[config.mk]
export PLATFORM = sky130hd
export DESIGN_NAME = uart_cmd_rx
export DESIGN_NICKNAME = d
export VERILOG_FILES = /design/src/rtl/uart_cmd_rx.sv
export SDC_FILE = /design/constraint.sdc
export NUM_CORES = 1
export LEC_CHECK = 0
export CAP_MARGIN = 25
export CORE_MARGIN = 3
export CORE_UTILIZATION = 50
export CTS_CLUSTER_SIZE = 20
export DETAILED_ROUTE_END_ITERATION = 6
export GPL_ROUTABILITY_DRIVEN = 0
export PLACE_DENSITY = 0.77
export REMOVE_ABC_BUFFERS = 1
export SKIP_CTS_REPAIR_TIMING = 1
export SYNTH_ARGS = -nofsm -noshare
export SYNTH_HDL_FRONTEND = slang
export SYNTH_SLANG_ARGS = --single-unit
export TNS_END_PERCENT = 50
[constraint.sdc]
create_clock -name clk -period 1.71 [get_ports clk]
set_input_delay 0.171 -clock clk [delete_from_list [all_inputs] [get_ports clk]]
set_output_delay 0.171 -clock clk [all_outputs]
set_load 0.005 [all_outputs]
[src/rtl/uart_cmd_rx.sv]
// uart_cmd_rx: 8N1 UART receiver framing command/data byte pairs for J1 with ready/ack handshake
module uart_cmd_rx #(
  parameter int CLK_FREQ = 50_000_000,
  parameter int BAUD = 115200,
  parameter int CLKS_PER_BIT = CLK_FREQ / BAUD,
  parameter int TIMEOUT_BITS = 20
) (
  input  logic       clk,
  input  logic       rst,
  input  logic       rx,
  input  logic       ack_j1,
  output logic [7:0] comando_rx,
  output logic [7:0] datos_rx,
  output logic       rx_ready,
  output logic       bussy,
  output logic       frame_err,
  output logic       overrun
);
  localparam int CW = $clog2(CLKS_PER_BIT);
  localparam int TO = TIMEOUT_BITS * CLKS_PER_BIT;
  localparam int TW = $clog2(TO + 1);
  localparam logic [CW-1:0] HALF_M1 = CW'(CLKS_PER_BIT / 2 - 1);
  localparam logic [CW-1:0] FULL_M1 = CW'(CLKS_PER_BIT - 1);
  localparam logic [TW-1:0] TO_V = TW'(TO);
  typedef enum logic [1:0] {IDLE, START, DATA, STOP} bit_t;
  typedef enum logic {WAIT_CMD, WAIT_DATA} asm_t;
  bit_t bit_st, bit_n;
  asm_t asm_st, asm_n;
  logic rx_m, rx_s, rx_p, fall;
  logic [CW-1:0] cc, cc_n;
  logic [2:0] bc, bc_n;
  logic [7:0] shift, shift_n, cmd_hold, cmd_hold_n;
  logic [TW-1:0] tmr, tmr_n;
  logic byte_done, ferr, load, ovr;
  assign fall = rx_p & ~rx_s;
  always_comb begin
    bit_n = bit_st;
    cc_n = cc + 1'b1;
    bc_n = bc;
    shift_n = shift;
    byte_done = 1'b0;
    ferr = 1'b0;
    case (bit_st)
      IDLE: begin
        cc_n = '0;
        bit_n = fall ? START : IDLE;
      end
      START: if (cc == HALF_M1) begin
        cc_n = '0;
        bc_n = '0;
        bit_n = rx_s ? IDLE : DATA;
      end
      DATA: if (cc == FULL_M1) begin
        cc_n = '0;
        shift_n[bc] = rx_s;
        bc_n = bc + 3'd1;
        bit_n = (bc == 3'd7) ? STOP : DATA;
      end
      default: if (cc == FULL_M1) begin
        cc_n = '0;
        bit_n = IDLE;
        byte_done = rx_s;
        ferr = ~rx_s;
      end
    endcase
    asm_n = asm_st;
    cmd_hold_n = cmd_hold;
    tmr_n = (bit_st == IDLE) ? tmr + 1'b1 : '0;
    load = 1'b0;
    ovr = 1'b0;
    if (asm_st == WAIT_CMD) begin
      tmr_n = '0;
      cmd_hold_n = byte_done ? shift : cmd_hold;
      asm_n = byte_done ? WAIT_DATA : WAIT_CMD;
    end else begin
      load = byte_done & (~rx_ready | ack_j1);
      ovr = byte_done & rx_ready & ~ack_j1;
      asm_n = (byte_done | ferr | tmr == TO_V) ? WAIT_CMD : WAIT_DATA;
    end
  end
  always_ff @(posedge clk) begin
    if (rst) begin
      rx_m <= 1'b1;
      rx_s <= 1'b1;
      rx_p <= 1'b1;
      bit_st <= IDLE;
      asm_st <= WAIT_CMD;
      cc <= '0;
      bc <= '0;
      shift <= '0;
      cmd_hold <= '0;
      tmr <= '0;
      comando_rx <= '0;
      datos_rx <= '0;
      rx_ready <= 1'b0;
      bussy <= 1'b0;
      frame_err <= 1'b0;
      overrun <= 1'b0;
    end else begin
      rx_m <= rx;
      rx_s <= rx_m;
      rx_p <= rx_s;
      bit_st <= bit_n;
      asm_st <= asm_n;
      cc <= cc_n;
      bc <= bc_n;
      shift <= shift_n;
      cmd_hold <= cmd_hold_n;
      tmr <= tmr_n;
      comando_rx <= load ? cmd_hold : comando_rx;
      datos_rx <= load ? shift : datos_rx;
      rx_ready <= load | (rx_ready & ~ack_j1);
      bussy <= (bit_n != IDLE) | (asm_n == WAIT_DATA);
      frame_err <= ferr;
      overrun <= ovr;
    end
  end
endmodule

# == Word-level counts from Yosys, hierarchy flattened ==
# Cells that the tools add are included.
# op_classes
n_bitwise,15
n_reduce_logical,10
div,0
magnitude_cmp,2
n_mux,24
shifts,0
eq_ne,8
mul,0
n_addsub,3
# op_table
cell,n
two-way mux 9 bit,2
one-hot mux 9 bit (2 select lines),1
"adder 14 x 1 -> 14 bit, second input constant",1
"equality test 14 bit, second input constant",1
two-way mux 1 bit,11
"adder 9 x 1 -> 9 bit, second input constant",1
"equality test 9 x 8 -> 1 bit, second input constant",1
"equality test 9 bit, second input constant",1
bitwise mux 8 bit,1
two-way mux 2 bit,4
two-way mux 3 bit,2
one-hot mux 2 bit (3 select lines),1
one-hot mux 3 bit (2 select lines),1
OR reduction 3 bit,2
bitwise AND 1 bit,5
NOT 1 bit,5
OR 1 bit,5
"less-than comparator 3 x 4 -> 1 bit, second input constant",1
"!= test 2 bit, second input constant",2
AND reduction 2 bit,2
nonzero test 2 bit,2
"adder 3 x 1 -> 3 bit, second input constant",1
demux 1 bit (select 3 bit),1
"equality test 3 bit, second input constant",1
7 further kinds,7
# word_totals
mem_bits_rw,0
n_memories,0
latch_bits,0
wordCells,78
romBits,0
ff_bits,68
output_inout_bits,20
input_bits,4

# == Logic depth before layout (Yosys ltp) ==
# Gate-level depths: netlist of run 1.
# logic_depth
word_depth,8
depth_mapped,9
depth_no_buf,6

# == Worst setup path before layout of run 1 ==
# OpenSTA, ideal clock, no wires.
# synth_timing
path_kind,register to register
startpoint,register cc[0]
endpoint,register cmd_hold[0]
arrival_time_ns,1.545
stages_incl_launch_ff,7
setup_ns,0.128
setup_slack_ns,0.037
t_required_ns,1.582
cell_sequence,dfxtp_1 ha_1 nand4bb_2 or4_1 buf_6 mux2i_1 nor2_1
# synth_between
elab_chain_cells,4
# synth_rtl
item,line_no,text
from (decl),30,"logic [CW-1:0] cc, cc_n;"
from (signal assigned),105,cc <= cc_n;
equality test 9 bit,59,default: if (cc == FULL_M1) begin
two-way mux 1 bit,59,
two-way mux 1 bit,43,case (bit_st)
AND reduction 2 bit (no line),-,
to (signal assigned),108,cmd_hold <= cmd_hold_n;
to (decl),32,"logic [7:0] shift, shift_n, cmd_hold, cmd_hold_n;"
# Every way passes these cells.
# A chain may end at the register's enable or synchronous reset.

# == Worst setup path in the final report of run 1 ==
# layout_timing
startpoint,register cc[0]
endpoint,register comando_rx[5]
# layout_between
elab_chain_cells,5
# layout_rtl
item,line_no,text
equality test 9 bit,59,
two-way mux 1 bit,59,
two-way mux 1 bit,43,
bitwise AND 1 bit,76,load = byte_done & (~rx_ready | ack_j1);
two-way mux 1 bit,71,if (asm_st == WAIT_CMD) begin
to (signal assigned),110,comando_rx <= load ? cmd_hold : comando_rx;
to (decl),12,"output logic [7:0] comando_rx,"
# Every way passes these cells.

==> summary.txt, run 1 <==
Drt
  • Vias: 2,435
  • Via density: 5.53
  • DRC: 0
  • Drt pass-1 iters: 4
  • DR WL/cell: 13.4 um
  • WL final: 5900 um
  • ANT nets after route: 0
  • Iter 0 DRT Violations: 164

Pwr
  • Max IR drop VDD: 0.696 mV
  • Pwr Density: 873 mW/mm^2
  • Total power draw: 3130 uW
  • Leak Pwr: 0.00136 uW

STA
  • Part of the cycle the worst path needs: 0.968
  • Setup tns final: 0 ns
  • Post-route setup slack: 0.0547 ns
  • Hold slack: 0.404 ns
  • Max frequency: 0.604 GHz
  • Pins over their slew limit: 0
  • Final Setup Violations: 0
  • Slew HR: 0.432
  • Hold Vio Cnt, Final: 0
  • Min Tclk post-route: 1.66 ns
  • Slew @ Worst Pin: 0.850 ns
  • Layout Skew: 0.00564 ns

Layout
  • Post-route insts no fill: 440
  • Filler cells: 484
  • Share of post-route cells with drive strength above 1: 0.160
  • Ant diodes: 0
  • Post-layout net count: 374
  • Area delta synth->final: 21.1%

Die
  • Die Area: 0.00689 sq mm
  • Die Span Y: 83.0 um
  • Initial core utilization: 0.529
  • Die W: 83.0 um
  • Boundary Pins: 24
  • # rows: 27
  • Core Area: 0.00561 sq mm

CTS
  • Max Buffers Root-to-Sink: 2
  • Num Clock Sinks: 68
  • CTS clock-pin slew for the worst setup and hold paths: 0.08 ns
  • CTS Root Cell: clkbuf_8
  • CTS tree: built
  • H-tree levels: 3
  • Worst-skew pair later-pin latency: 0.34 ns
  • CTS Buf Count: 9

Worst hold path
  • Worst hold path class: input pin to flip-flop

Global routing
  • Gr ovfl total: 0
  • First-pass GRT wire length: 10,100 um
  • Pin count of the biggest net entering global routing: 22
  • Vias in the first global route: 2,251
  • GRT Util Overall: 0.175
  • Initial antenna violation count: 0

Placed design
  • Dpl cells: 423
  • IO buf count: 23
  • DP HPWL: 4050 um
  • Dpl ws: -0.0383 ns

Synth
  • Avg Cell Area, Syn: 9.01 sq um
  • Post-Synthesis Cells: 329
  • Dominant cell type by area after synthesis: dfxtp_1
  • Synth area leaders: dfxtp_1, nand3_1, a21oi_1
  • Top FF cell, synth: dfxtp_1
  • Flops & latches, synth: 68
  • Synthesis warning total: 0
  • EDFF count, synth: 0
  • Ys async rst share: 0
  • Register area share after synthesis: 0.459
  • Mapped cell area: 0.00296 sq mm
  • Yosys cell types: 48
  • Yosys top cell area share: 0.459

Status
  • Outcome: completed

Setup path
  • WP data required: 1.97 ns
  • Critical path fanouts, max: 16
  • Element type at the critical path end: flip-flop
  • Critical path type: flip-flop to flip-flop
  • Nature of the critical path startpoint: flip-flop
  • Worst EP arrival: 1.92 ns

Job
  • Max cap viols: 0
-- per-stage QoR --
| stage | util | instance area (sq um) |
|---|---|---|
| 2_1_floorplan | - | 2820 |
| 3_3_place_gp | 0.596 | 3340 |
| 3_5_place_dp | 0.596 | 3340 |
| 4_1_cts | 0.636 | 3570 |
| 5_1_grt | 0.640 | 3590 |
| 6_report | 0.640 | 3590 |
-- cell usage in the layout, fill, tap and decap left out, drive strengths merged, types with 6 or more instances in the layout --
master,n
dfxtp,68
nand3,35
nor2,35
a21oi,28
buf,25
o21ai,23
clkdlybuf4s50,23
inv,14
xor2,13
nand4,12
clkbuf,10
mux2i,8
ha,7
xnor2,6
and4,6
-- power breakdown --
group / total, uW / leakage [uW] / internal [uW] / switching (uW)
clock network: 1480 / 0.000113 / 861 / 617
logic: 62.1 / 0.000703 / 29.9 / 32.2
registers: 1590 / 0.000548 / 1590 / 5.85
total: 3130 / 0.00136 / 2480 / 655
-- final cells by class --
| class | count | area, sq um | share of cell area |
|---|---|---|---|
| clock inverters | 6 | 86.3 | 0.0241 |
| well taps | 72 | 90.1 | 0.0251 |
| repair buffers | 48 | 450 | 0.126 |
| inverters | 13 | 48.8 | 0.0136 |
| flip-flops and latches | 68 | 1360 | 0.379 |
| multi-input cells | 223 | 1410 | 0.394 |
| clock buffers | 10 | 138 | 0.0384 |
-- synthesized netlist by cell type (all sizes together), types with 3 or more instances --
cell / count
buf: 6
or2: 3
inv: 13
nand2: 5
mux2i: 8
dfxtp: 68
and4: 6
o21ai: 23
nor2: 35
xor2: 13
nand4: 12
xnor2: 6
a21oi: 28
ha: 7
nor2b: 4
clkbuf: 18
nand3: 35
and3: 4
nor3: 4
nand2b: 5
-- final timing paths --
path	start	end	slack (ns)	cells after the start
setup / recovery	cc[0]	comando_rx[5]	0.05	6
hold / removal	rx	rx_m	0.40	2
setup reg to reg	cc[0]	comando_rx[5]	0.05	6
hold reg to reg	rx_m	rx_s	0.43	1
-- sequential cells by signal, indices dropped and copies added, names as in the netlist --
name,count
shift,8
rx_ready,1
rx_m,1
datos_rx,8
cmd_hold,8
cc,9
bit_st,2
frame_err,1
rx_p,1
comando_rx,8
rx_s,1
bc,3
asm_st,1
overrun,1
tmr,14
bussy,1
-- critical path: stages, from the launching register on --
cell and delay (ns):
dfxtp_1 0.38, ha_2 0.21, and4bb_2 0.35, and4_1 0.28, buf_12 0.15, nand3_1 0.07
a21oi_1 0.14
-- routing by layer --
| metal | vias up | share of wire | track usage |
|---|---|---|---|
| met4 | 0 | 0.0092 | 0.0535 |
| met2 | 49 | 0.49 | 0.286 |
| met3 | 6 | 0.038 | 0.0556 |
| met5 | - | 0 | 0 |
| met1 | 1158 | 0.46 | 0.222 |
| li1 | 1222 | - | - |
-- cells by family after synthesis --
kind of cell / share of synthesized area
AND/OR/NAND/NOR: 0.243
flip-flops: 0.459
AO/OA/AOI/OAI: 0.119
buffers and inverters: 0.0663
XOR/XNOR: 0.0561
multiplexers: 0.0270
adder cells (fa/ha/maj): 0.0295
Power figures use the tool's default switching activity.
==> run 2, diff against run 1 <==
--- a/config.mk
+++ b/config.mk
@@ -14,6 +14,7 @@
 export PLACE_DENSITY = 0.77
 export REMOVE_ABC_BUFFERS = 1
 export SKIP_CTS_REPAIR_TIMING = 1
+export SKIP_LAST_GASP = 1
 export SYNTH_ARGS = -nofsm -noshare
 export SYNTH_HDL_FRONTEND = slang
 export SYNTH_SLANG_ARGS = --single-unit
==> run 2 against run 1 <==
Register-to-register slack about the same. Count of clock-buffer cells in the layout did not move. Via count shrank 0.49%. Wire length is 0.20% lower. Clock power about the same. Maximum frequency shrank 0.30%. Hold slack better by 0.00085 ns. Clock skew barely moved. Design area about the same. Final cell count is the same. Critical endpoint unchanged. Largest cell class unchanged.
==> summary.txt, run 2 (synthesized netlist as in run 1, its figures left out) <==
Status
  • Outcome: completed

Drt
  • Iter 0 DRT Violations: 190 (+16%)
  • Drt pass-1 iters: 4 (unchanged)
  • DRC: 0 (unchanged)
  • Vias: 2,423 (-0.49%)
  • Via density: 5.51 (-0.49%)
  • WL final: 5880 um (-0.20%)
  • DR WL/cell: 13.4 um (-0.20%)
  • ANT nets after route: 0 (unchanged)

Global routing
  • Initial antenna violation count: 0 (unchanged)
  • First-pass GRT wire length: 10,100 um (unchanged)
  • GRT Util Overall: 0.175 (unchanged)
  • Gr ovfl total: 0 (unchanged)
  • Vias in the first global route: 2,251 (unchanged)
  • Pin count of the biggest net entering global routing: 22 (unchanged)

Layout
  • Regs by FF count: tmr x14, cc x9
  • Filler cells: 485 (+0.21%)
  • Post-layout net count: 374 (unchanged)
  • Area delta synth->final: 21.0% (about the same)
  • Leading cell type in the layout, fill and taps excluded: dfxtp_1
  • Post-route insts no fill: 440 (unchanged)
  • Ant diodes: 0 (unchanged)
  • Share of post-route cells with drive strength above 1: 0.155 (-0.00543)
  • Most frequent cells in the layout: dfxtp_1, nand3_1, nor2_1, a21oi_1
  • Largest reg by FF count: tmr
  • Max reg flops: 14 (unchanged)

CTS
  • Num Clock Sinks: 68 (unchanged)
  • CTS tree: built
  • H-tree levels: 3 (unchanged)
  • CTS Root Cell: clkbuf_8
  • Max Buffers Root-to-Sink: 2 (unchanged)
  • CTS Buf Count: 9 (unchanged)
  • Worst-skew pair later-pin latency: 0.34 ns (about the same)
  • CTS clock-pin slew for the worst setup and hold paths: 0.08 ns (about the same)

Setup path
  • Top delay family on crit path: simple AND/OR/NAND/NOR gates
  • Element type at the critical path end: flip-flop
  • Worst EP arrival: 1.92 ns (about the same)
  • Critical path type: flip-flop to flip-flop
  • WP data required: 1.97 ns (about the same)
  • Critical-path cell list: inv_1 > ha_2 > and4bb_2 > and4_1 > buf_12 > nand3_1 > a21oi_1
  • Worst stage delay on the critical path: 0.35 ns (-0.03 ns)
  • Worst path slowest cell: and4bb_2
  • Crit path buf inv count: 2 (+1)
  • Critical path fanouts, max: 16 (unchanged)
  • Nature of the critical path startpoint: flip-flop

Die
  • Initial core utilization: 0.529 (unchanged)
  • Core Area: 0.00561 sq mm (unchanged)
  • # rows: 27 (unchanged)
  • Boundary Pins: 24 (unchanged)
  • Die W: 83.0 um (unchanged)
  • Die Span Y: 83.0 um (unchanged)
  • Die Area: 0.00689 sq mm (unchanged)

STA
  • Max frequency: 0.602 GHz (-0.30%)
  • Layout Skew: 0.00587 ns (+0.000229 ns)
  • Post-route setup slack: 0.0497 ns (-0.00499 ns)
  • Unrepaired setup endpoints after global routing: true
  • Slew @ Worst Pin: 0.856 ns (+0.00555 ns)
  • Slew HR: 0.428 (-0.00371)
  • Pins over their slew limit: 0 (unchanged)
  • Part of the cycle the worst path needs: 0.971 (+0.00292)
  • Min Tclk post-route: 1.66 ns (+0.00499 ns)
  • Hold Vio Cnt, Final: 0 (unchanged)
  • Hold slack: 0.405 ns (+0.000845 ns)
  • Final Setup Violations: 0 (unchanged)

Placed design
  • Dpl cells: 423 (unchanged)
  • IO buf count: 23 (unchanged)
  • DP HPWL: 4050 um (unchanged)
  • Dpl ws: -0.0383 ns (unchanged)

Pwr
  • Max IR drop VDD: 0.694 mV (-0.36%)
  • Leak Pwr: 0.00136 uW (about the same)
  • Pwr Density: 873 mW/mm^2 (about the same)

Worst hold path
  • Worst hold path class: input pin to flip-flop

Job
  • Max cap viols: 0 (unchanged)
run 2: cell counts in the layout (fill, tap and decap cells not counted):
No cell type changed its count.
run 2: worst register-to-register path, stage by stage, from the launching register on:
cell	delay [ns]
dfxtp_1	0.31
inv_1	0.08
ha_2	0.20
and4bb_2	0.35
and4_1	0.28
buf_12	0.15
nand3_1	0.08
a21oi_1	0.14
run 2: through the flow:
stage          setup TNS, ns  instance area [sq um]  utilization  power [uW]
4_1_cts               -0.332                   3570        0.636        3170
3_5_place_dp          -0.222                   3340        0.596        1690
6_report                   0                   3590        0.640        3130
3_3_place_gp               0                   3340        0.596        1690
5_1_grt               -0.522                   3590        0.640        3250
2_1_floorplan         -0.672                   2820            -        1650
run 2: final timing paths:
check,startpoint,to,slack [ns],cells after the start
worst max-delay path,cc[1],comando_rx[5],0.05,7
worst min-delay path,rx,rx_m,0.40,2
worst max register to register,cc[1],comando_rx[5],0.05,7
worst min register to register,rx_m,rx_s,0.42,1
run 2: where the power goes:
part / total (uW) / leakage [uW] / internal [uW] / switching [uW]
registers: 1590 / 0.000548 / 1590 / 5.78
clock network: 1480 / 0.000113 / 861 / 615
logic: 62.1 / 0.000704 / 29.8 / 32.2
run 2: area by class of cell:
type,count,area [sq um],share of cell area
multi-input combinational,223,1410,0.394
sequential,68,1360,0.379
timing repair buffer,48,450,0.126
clock buffer,10,138,0.0384
tap,72,90.1,0.0251
clock inverter,6,86.3,0.0241
inverter,13,48.8,0.0136
run 2: layer usage:
layer | global-route usage | share of wire | vias to the layer above
met5 | 0 | 0 | -
met2 | 0.286 | 0.49 | 40
met4 | 0.0535 | 0.0093 | 0
li1 | - | - | 1223
met3 | 0.0556 | 0.037 | 6
met1 | 0.222 | 0.47 | 1154
==> run 3, diff against run 2 <==
--- a/config.mk
+++ b/config.mk
@@ -5,7 +5,6 @@
 export SDC_FILE = /design/constraint.sdc
 export NUM_CORES = 1
 export LEC_CHECK = 0
-export CAP_MARGIN = 25
 export CORE_MARGIN = 3
 export CORE_UTILIZATION = 50
 export CTS_CLUSTER_SIZE = 20
==> results of run 3 <==
Final layout, timing and power as in run 2 (identical DEF).
